==> config.mk <==
export PLATFORM = sky130hd
export DESIGN_NAME = pc_redirect_ctrl
export DESIGN_NICKNAME = d
export VERILOG_FILES = /design/src/rtl/pipeline_pkg.sv /design/src/rtl/sat_counter.sv /design/src/rtl/pc_redirect_ctrl.sv
export SDC_FILE = /design/constraint.sdc
export NUM_CORES = 1
export LEC_CHECK = 0
export BUFFER_PORTS_ARGS = -buffer_cell sky130_fd_sc_hd__buf_2
export CAP_MARGIN = 15
export CORE_UTILIZATION = 45
export CTS_CLUSTER_DIAMETER = 150
export DETAILED_ROUTE_END_ITERATION = 10
export GPL_TIMING_DRIVEN = 1
export PLACE_DENSITY_LB_ADDON = 0.15
export SLEW_MARGIN = 25
export SYNTH_ARGS = -nofsm -noshare
export SYNTH_HDL_FRONTEND = slang
export SYNTH_SLANG_ARGS = --single-unit
==> constraint.sdc <==
create_clock -name clk -period 2.9 [get_ports clk]
set_input_delay 0.58 -clock clk [delete_from_list [all_inputs] [get_ports clk]]
set_output_delay 0.58 -clock clk [all_outputs]
set_load 0.03 [all_outputs]
==> src/rtl/pipeline_pkg.sv <==
// Shared fetch-pipeline types: redirect FSM states and the default reset PC.
package pipeline_pkg;

  typedef enum logic {
    RUN  = 1'b0,
    HOLD = 1'b1
  } state_t;

  localparam logic [31:0] DEFAULT_RESET_PC = 32'h0000_0000;

endpackage

==> src/rtl/sat_counter.sv <==
// Up-counter that sticks at its all-ones value instead of wrapping.
module sat_counter #(
  parameter int W = 16
) (
  input  logic         clk,
  input  logic         rst,
  input  logic         inc,
  output logic [W-1:0] count
);

  localparam logic [W-1:0] ONE = {{(W-1){1'b0}}, 1'b1};
  localparam logic [W-1:0] MAX = {W{1'b1}};

  always_ff @(posedge clk or posedge rst) begin
    if (rst) begin
      count <= '0;
    end else if (inc && (count != MAX)) begin
      count <= count + ONE;
    end
  end

endmodule

==> src/rtl/pc_redirect_ctrl.sv <==
// Fetch PC sequencer: advances by 4, redirects on taken branches, and parks a
// branch that arrives during a stall until the stall clears.
module pc_redirect_ctrl
  import pipeline_pkg::*;
#(
  parameter logic [31:0] RESET_PC = DEFAULT_RESET_PC,
  parameter int          CNT_W    = 16
) (
  input  logic             clk,
  input  logic             rst,
  input  logic             stall,
  input  logic             branch_taken,
  input  logic [31:0]      branch_target,
  output logic [31:0]      pc_out,
  output logic             flush,
  output logic             redirect_pending,
  output logic [CNT_W-1:0] redirect_count
);

  state_t      state_reg, state_next;
  logic [31:0] pc_reg, pc_next;
  logic [31:0] target_reg, target_next;
  logic [31:0] aligned_target;
  logic        fire;

  assign aligned_target = branch_target & ~32'h0000_0003;

  always_ff @(posedge clk or posedge rst) begin
    if (rst) begin
      state_reg  <= RUN;
      pc_reg     <= RESET_PC;
      target_reg <= '0;
    end else begin
      state_reg  <= state_next;
      pc_reg     <= pc_next;
      target_reg <= target_next;
    end
  end

  // In HOLD the parked (older) branch owns the redirect; new branches are ignored.
  always_comb begin
    state_next  = state_reg;
    target_next = target_reg;
    pc_next     = pc_reg;
    fire        = 1'b0;
    if (state_reg == HOLD) begin
      if (!stall) begin
        fire       = 1'b1;
        pc_next    = target_reg;
        state_next = RUN;
      end
    end else begin
      if (branch_taken && stall) begin
        target_next = aligned_target;
        state_next  = HOLD;
      end else if (branch_taken) begin
        fire    = 1'b1;
        pc_next = aligned_target;
      end else if (!stall) begin
        pc_next = pc_reg + 32'd4;
      end
    end
  end

  assign pc_out           = pc_reg;
  assign flush            = fire & ~rst;
  assign redirect_pending = (state_reg == HOLD);

  sat_counter #(
    .W(CNT_W)
  ) u_redirect_cnt (
    .clk  (clk),
    .rst  (rst),
    .inc  (fire),
    .count(redirect_count)
  );

endmodule

==> flow_metrics.py, run 1 <==
metrics = {
    "status": {
        "status": "finished, final reports clean",
    },
    "placed_design": {
        "placed_area_um2": 4650,
        "portBuffers": 81,
        "gp_congestion": 0.781,
        "dp_hpwl_mm": 6.82,
    },
    "grt": {
        "grt.total_usage_pct": 21.9,
        "grt_start_max_net_pins": 55,
        "grt_first_pass_wirelength_mm": 16.7,
        "grt_antenna_before_repair": 0,
        "grt_pass1_vias": 3447,
        "grt_overflow": 0,
    },
    "yosys": {
        "synthArstFlopShare_pct": 100,
        "synthAdderAreaFrac_pct": 0.609,
        "synth_area_per_cell_um2": 10.0,
        "synth_top_family_by_area": "compound AO/OA/AOI/OAI gates",
        "synth_edf_count": 0,
        "synth_top_area_share_pct": 46.9,
        "ys_types": 60,
        "synth_ff_type": "dfrtp_1",
        "netlist_instances": 410,
        "synthTopCellsByArea": "dfrtp_1 (47%), mux2_2 (9.0%), o21ai_0 (4.1%)",
        "yosys-mux-area-fraction_pct": 10.3,
        "ys_ff_latch": 77,
        "yosysMostFrequentCell": "dfrtp_1",
        "yosys-top-cells-count": "dfrtp_1 (77), o21ai_0 (34), mux2_2 (33)",
        "yosys.area.top_type": "dfrtp_1",
        "netlist_area_um2": 4110,
        "synth-compound-area-share_pct": 18.8,
        "synth_xor_area_share_pct": 2.56,
        "synthSimpleGateAreaFrac_pct": 17.1,
        "synth.yosys.seq_area_share_pct": 46.9,
        "ys.warnings.count": 0,
    },
    "drt": {
        "antenna_left": 0,
        "wl_met2_mm": 4.91,
        "drt-met1-wl_mm": 4.50,
        "met3_length_um": 532,
        "drc": 0,
        "maxUsedRoutingLayer": "met4",
        "finalWirelength_mm": 10.1,
        "via_per_inst": 5.86,
        "num_vias": 3523,
        "first_iter_violations": 181,
        "dr.pass1.iters": 4,
        "wl_per_cell_um": 16.7,
    },
    "worst_setup_path": {
        "crit_path_start_kind": "flop",
        "path_buf_inv": 2,
        "crit_slowest_cell": "dfrtp_1",
        "crit_family": "simple AND/OR/NAND/NOR gates",
        "slowest_delay_ps": 380,
        "worstSetupPathType": "reg2out",
        "crit_chain": "buf_4 > or2_2 > nand2_1 > nor2_1 > buf_2",
        "reg2reg_setup_slack_ps": 670,
        "required_ps": 2320,
        "path_max_fanout": 22,
        "cp.arrival_ps": 1780,
        "critPathCaptureType": "output pin",
    },
    "cells_and_area": {
        "fin_nets": 526,
        "areaGrowthSynthToFinish_pct": 18.5,
        "fillers": 821,
        "diodes": 0,
        "drive_above_1_share_pct": 31.0,
        "regArea_um2": 1930,
        "multiInputGateArea_um2": 2040,
        "final_cell_area_um2": 4870,
    },
    "die": {
        "die_area_um2": 9520,
        "fp-row-count": 34,
        "die_h_um": 97.6,
        "ios": 86,
        "initial_core_util_pct": 46.9,
        "dieWidth_um": 97.6,
        "core_area_um2": 8760,
    },
    "clock_tree": {
        "clk_latency_ps": 360,
        "cts_resized": 0,
        "cts_tree": "built",
        "h-tree-depth": 3,
        "cts.sinks": 77,
        "clk_path_buf_depth": 2,
        "cts_setup_buffers": 0,
        "hold_buffers": 0,
        "clk_pin_slew_worst_paths_ps": 90,
        "cts_buffers": 9,
        "clockRootBuffer": "clkbuf_8",
    },
    "timing": {
        "worst_slew_pin_slew_ps": 636,
        "slew_viol_final": 0,
        "fin_crit_sh_pct": 81.5,
        "clock_skew_ps": 15.5,
        "finalHoldViolCount": 0,
        "setup_viol": 0,
        "grt_setup_unrepaired": "false",
        "tns_ps": 0,
        "max_freq_mhz": 423,
        "period_minus_slack_ps": 2360,
        "relSlewSlack_pct": 57.5,
    },
    "job": {
        "drv_cap": 0,
    },
    "power_and_ir_drop": {
        "finalPower_mw": 3.25,
        "vdd_drop_max_mv": 0.299,
        "p_leak_nw": 2.16,
        "power.density_nw_per_um2": 667,
    },
    "hold_path": {
        "hold_class": "in2async",
    },
}
-- power breakdown --
part,internal [mW],switching [mW],leakage [nW]
logic,0.319,0.521,1.10
registers,1.27,0.219,0.948
clock network,0.507,0.416,0.112
-- logic make-up after synthesis --
kind of cell             after synthesis
AND/OR/NAND/NOR                      128
AO/OA/AOI/OAI                        115
flip-flops                            77
multiplexers                          38
buffers and inverters                 37
XOR/XNOR                              12
adder cells (fa/ha/maj)                2
other                                  1
-- worst register-to-register path: cells and delay by family (launching register included) --
kind                     cells  cell delay [ps]
AND/OR/NAND/NOR              3              880
AO/OA/AOI/OAI                2              550
flip-flops                   1              470
adder cells (fa/ha/maj)      1              240
-- final timing paths --
path,startpoint,end,depth (start not counted)
max,redirect_pending,flush,5
min,rst,u_redirect_cnt.count[3],2
max reg2reg,pc_out[2],pc_out[26],6
min reg2reg,u_redirect_cnt.count[13],u_redirect_cnt.count[13],1
max in group asynchronous,rst,target_reg[10],3
min in group clk,branch_target[4],target_reg[4],2
-- cells in the final DEF, fill, tap and decap left out, types with 3 or more instances in the layout --
master,Yosys,layout
buf_2,1,81
dfrtp_1,77,77
o21ai_0,34,34
mux2_2,33,33
nor2_1,31,31
nand2_1,29,29
a21oi_1,17,17
nand4_1,16,16
a22oi_1,12,12
nand3_1,11,11
buf_4,2,11
xnor2_1,10,10
clkbuf_8,0,10
inv_1,10,9
a31oi_1,8,8
and3_1,6,6
and4_1,6,6
nor3_1,6,6
a221oi_1,6,6
mux2i_1,5,5
and2_1,4,4
a222oi_1,3,3
o31a_1,3,3
o22ai_1,3,3
o31ai_1,3,3
nor4_1,3,3
a22o_1,3,3
-- through the flow --
step	util, %	instances	setup WS, ps	hold WS, ps
final	55.6	601	535	285
after global routing	55.6	601	448	356
after CTS	55.6	601	531	324
after detailed placement	53.0	585	606	494
after global placement	53.0	585	599	488
after floorplan	-	411	353	479
-- metal layers --
layer / global-route usage, % / vias up
met1: 29.9 / 1714
met4: 6.90 / 0
met3: 3.38 / 10
met2: 35.7 / 96
met5: 0 / -
li1: - / 1703
-- area by class of cell --
type / count / share of cell area [%]
Sequential cell: 77 / 39.6
Tap cell: 108 / 2.77
Clock buffer: 10 / 2.83
Timing Repair Buffer: 93 / 10.4
Inverter: 10 / 0.771
Clock inverter: 6 / 1.77
Multi-Input combinational cell: 297 / 41.9
Note: power is estimated with default switching activity, not from simulation.
==> inputs of run 2 (changes only) <==
ABC_AREA = 1   (was default)
clock period = 2.2 ns   (was 2.9 ns; I/O delays follow)
==> flow_metrics.py, run 2 <==
metrics = {
    "grt": {
        "grt_pass1_vias": 3765,
        "grt_first_pass_wirelength_mm": 18.1,
        "grt_antenna_before_repair": 0,
        "grt_start_max_net_pins": 78,
        "grt_overflow": 0,
        "grt.total_usage_pct": 22.9,
    },
    "clock_tree": {
        "cts_tree": "built",
        "cts_setup_buffers": 0,
        "cts_resized": 0,
        "clk_path_buf_depth": 2,
        "hold_buffers": 0,
        "clockRootBuffer": "clkbuf_8",
        "clk_pin_slew_worst_paths_ps": 80,
        "cts.sinks": 77,
        "cts_buffers": 9,
        "h-tree-depth": 3,
        "clk_latency_ps": 360,
    },
    "drt": {
        "wl_met2_mm": 5.19,
        "dr.pass1.iters": 5,
        "num_vias": 4068,
        "finalWirelength_mm": 10.9,
        "wl_per_cell_um": 13.8,
        "maxUsedRoutingLayer": "met4",
        "drc": 0,
        "first_iter_violations": 183,
        "drt-met1-wl_mm": 5.09,
        "antenna_left": 0,
        "met3_length_um": 485,
        "via_per_inst": 5.16,
    },
    "die": {
        "core_area_um2": 9420,
        "die_area_um2": 10300,
        "initial_core_util_pct": 47.2,
        "fp-row-count": 35,
        "die_h_um": 101,
        "dieWidth_um": 101,
        "ios": 86,
    },
    "worst_setup_path": {
        "cp.arrival_ps": 1440,
        "r2r_cells": 8,
        "crit_slowest_cell": "dfrtp_1",
        "critPathCaptureType": "output pin",
        "path_max_fanout": 5,
        "slowest_delay_ps": 430,
        "rr_endpoint": "u_redirect_cnt.count[3]",
        "required_ps": 1760,
        "worstSetupPathType": "reg2out",
        "crit_chain": "nor2_2 > nor2_1 > inv_1 > nor2_1 > buf_2",
        "crit_path_start_kind": "flop",
        "reg2reg_setup_slack_ps": 460,
        "cpMostUsedCell": "nor2_1",
        "r2r_start": "u_redirect_cnt.count[0]",
    },
    "yosys": {
        "synth_top_family_by_area": "simple AND/OR/NAND/NOR gates",
        "synthArstFlopShare_pct": 100,
        "synth_edf_count": 0,
        "yosys-top-cells-count": "nand2_1 (146), dfrtp_1 (77), nor2_1 (72)",
        "yosys.area.top_type": "dfrtp_1",
        "ys.warnings.count": 0,
        "synth_top_area_share_pct": 43.3,
        "netlist_area_um2": 4450,
        "synthTopCellsByArea": "dfrtp_1 (43%), nand2_1 (12%), nor2_1 (6.1%)",
        "netlist_instances": 575,
        "synthAdderAreaFrac_pct": 0.563,
        "yosysMostFrequentCell": "nand2_1",
        "ys_ff_latch": 77,
        "synth-compound-area-share_pct": 12.9,
        "synth_ff_type": "dfrtp_1",
        "synth_xor_area_share_pct": 2.56,
        "synth_area_per_cell_um2": 7.73,
        "synthSimpleGateAreaFrac_pct": 29.0,
        "yosys-mux-area-fraction_pct": 3.80,
        "synth.yosys.seq_area_share_pct": 43.3,
        "ys_types": 36,
    },
    "timing": {
        "max_freq_mhz": 531,
        "tns_ps": 0,
        "grt_setup_unrepaired": "false",
        "period_minus_slack_ps": 1880,
        "slew_viol_final": 0,
        "setup_viol": 0,
        "fin_crit_sh_pct": 85.5,
        "clock_skew_ps": 10.2,
        "setup_slack_ps": 318,
        "finalHoldViolCount": 0,
    },
    "placed_design": {
        "portBuffers": 81,
        "placed_area_um2": 4980,
        "dp_hpwl_mm": 7.82,
        "gp_congestion": 0.847,
        "dp_slack_ps": 419,
    },
    "power_and_ir_drop": {
        "p_leak_nw": 2.46,
        "vdd_drop_max_mv": 0.537,
        "intPower_mw": 2.60,
        "net-switching-power_mw": 1.62,
        "power.density_nw_per_um2": 819,
        "seqPwrFrac_pct": 45.9,
        "swShare_pct": 38.4,
        "p_comb_share_pct": 29.2,
        "finalPower_mw": 4.23,
        "clkPwrFrac_pct": 24.9,
    },
    "cells_and_area": {
        "fillers": 921,
        "final_common_cell": "nand2_1",
        "final_cell_area_um2": 5160,
        "drive_above_1_share_pct": 22.0,
        "diodes": 0,
        "utilization_pct": 54.8,
        "fin_nets": 692,
        "layout_common_cells": "nand2_1 (146), buf_2 (81), dfrtp_1 (77), nor2_1 (71), inv_1 (54)",
        "areaGrowthSynthToFinish_pct": 16.1,
    },
    "hold_path": {
        "hold_class": "in2async",
    },
    "status": {
        "status": "finished, final reports clean",
    },
    "job": {
        "drv_cap": 0,
    },
}
[run 2: cell families (layout without fill, tap and decap cells)]
| family | count (synthesis) | after routing |
|---|---|---|
| AND/OR/NAND/NOR | 298 | 298 |
| multiplexers | 15 | 15 |
| buffers and inverters | 80 | 163 |
| flip-flops | 77 | 77 |
| other | 1 | 2 |
| AO/OA/AOI/OAI | 89 | 89 |
| XOR/XNOR | 13 | 13 |
| adder cells (fa/ha/maj) | 2 | 2 |
[run 2: how the worst max path moves through the flow]
stage | start | to
after global placement | stall | pc_out[22]
after floorplan | redirect_pending | flush
after CTS | redirect_pending | flush
after detailed placement | stall | pc_out[10]
after global routing | redirect_pending | flush
final | redirect_pending | flush
[run 2: worst max-delay path: cells and delay by family (launching register included)]
kind                   cells  cell delay, ps
buffers and inverters      2             350
AND/OR/NAND/NOR            3             330
flip-flops                 1             430
[run 2: area by class of cell]
cell class,instances,area [um^2],area share [%]
multi-input cells,419,2180,42.3
flip-flops and latches,77,1930,37.3
repair buffers,91,493,9.55
inverters,56,214,4.15
well taps,129,161,3.13
clock buffers,12,135,2.62
clock inverters,4,48.8,0.945
[run 2: per-stage QoR]
| step | std cells | hold slack (ps) |
|---|---|---|
| CTS | 788 | 214 |
| detailed placement | 772 | 468 |
| global placement | 772 | 454 |
| floorplan | 576 | 442 |
| global route | 788 | 229 |
| finish | 788 | 190 |
[run 2: power by group through the flow]
stage | registers (mW) | logic (mW) | clock network, mW
floorplan | 2.20 | 0.617 | 0
global placement | 1.95 | 1.22 | 0
detailed placement | 1.96 | 1.24 | 0
CTS | 1.94 | 1.25 | 1.08
global route | 1.98 | 1.37 | 1.13
finish | 1.94 | 1.23 | 1.05
[run 2: layer usage]
metal	global-route usage, %	vias to the layer above
li1	-	2056
met1	30.3	1904
met2	38.5	97
met3	3.93	11
met4	6.69	0
met5	0	-
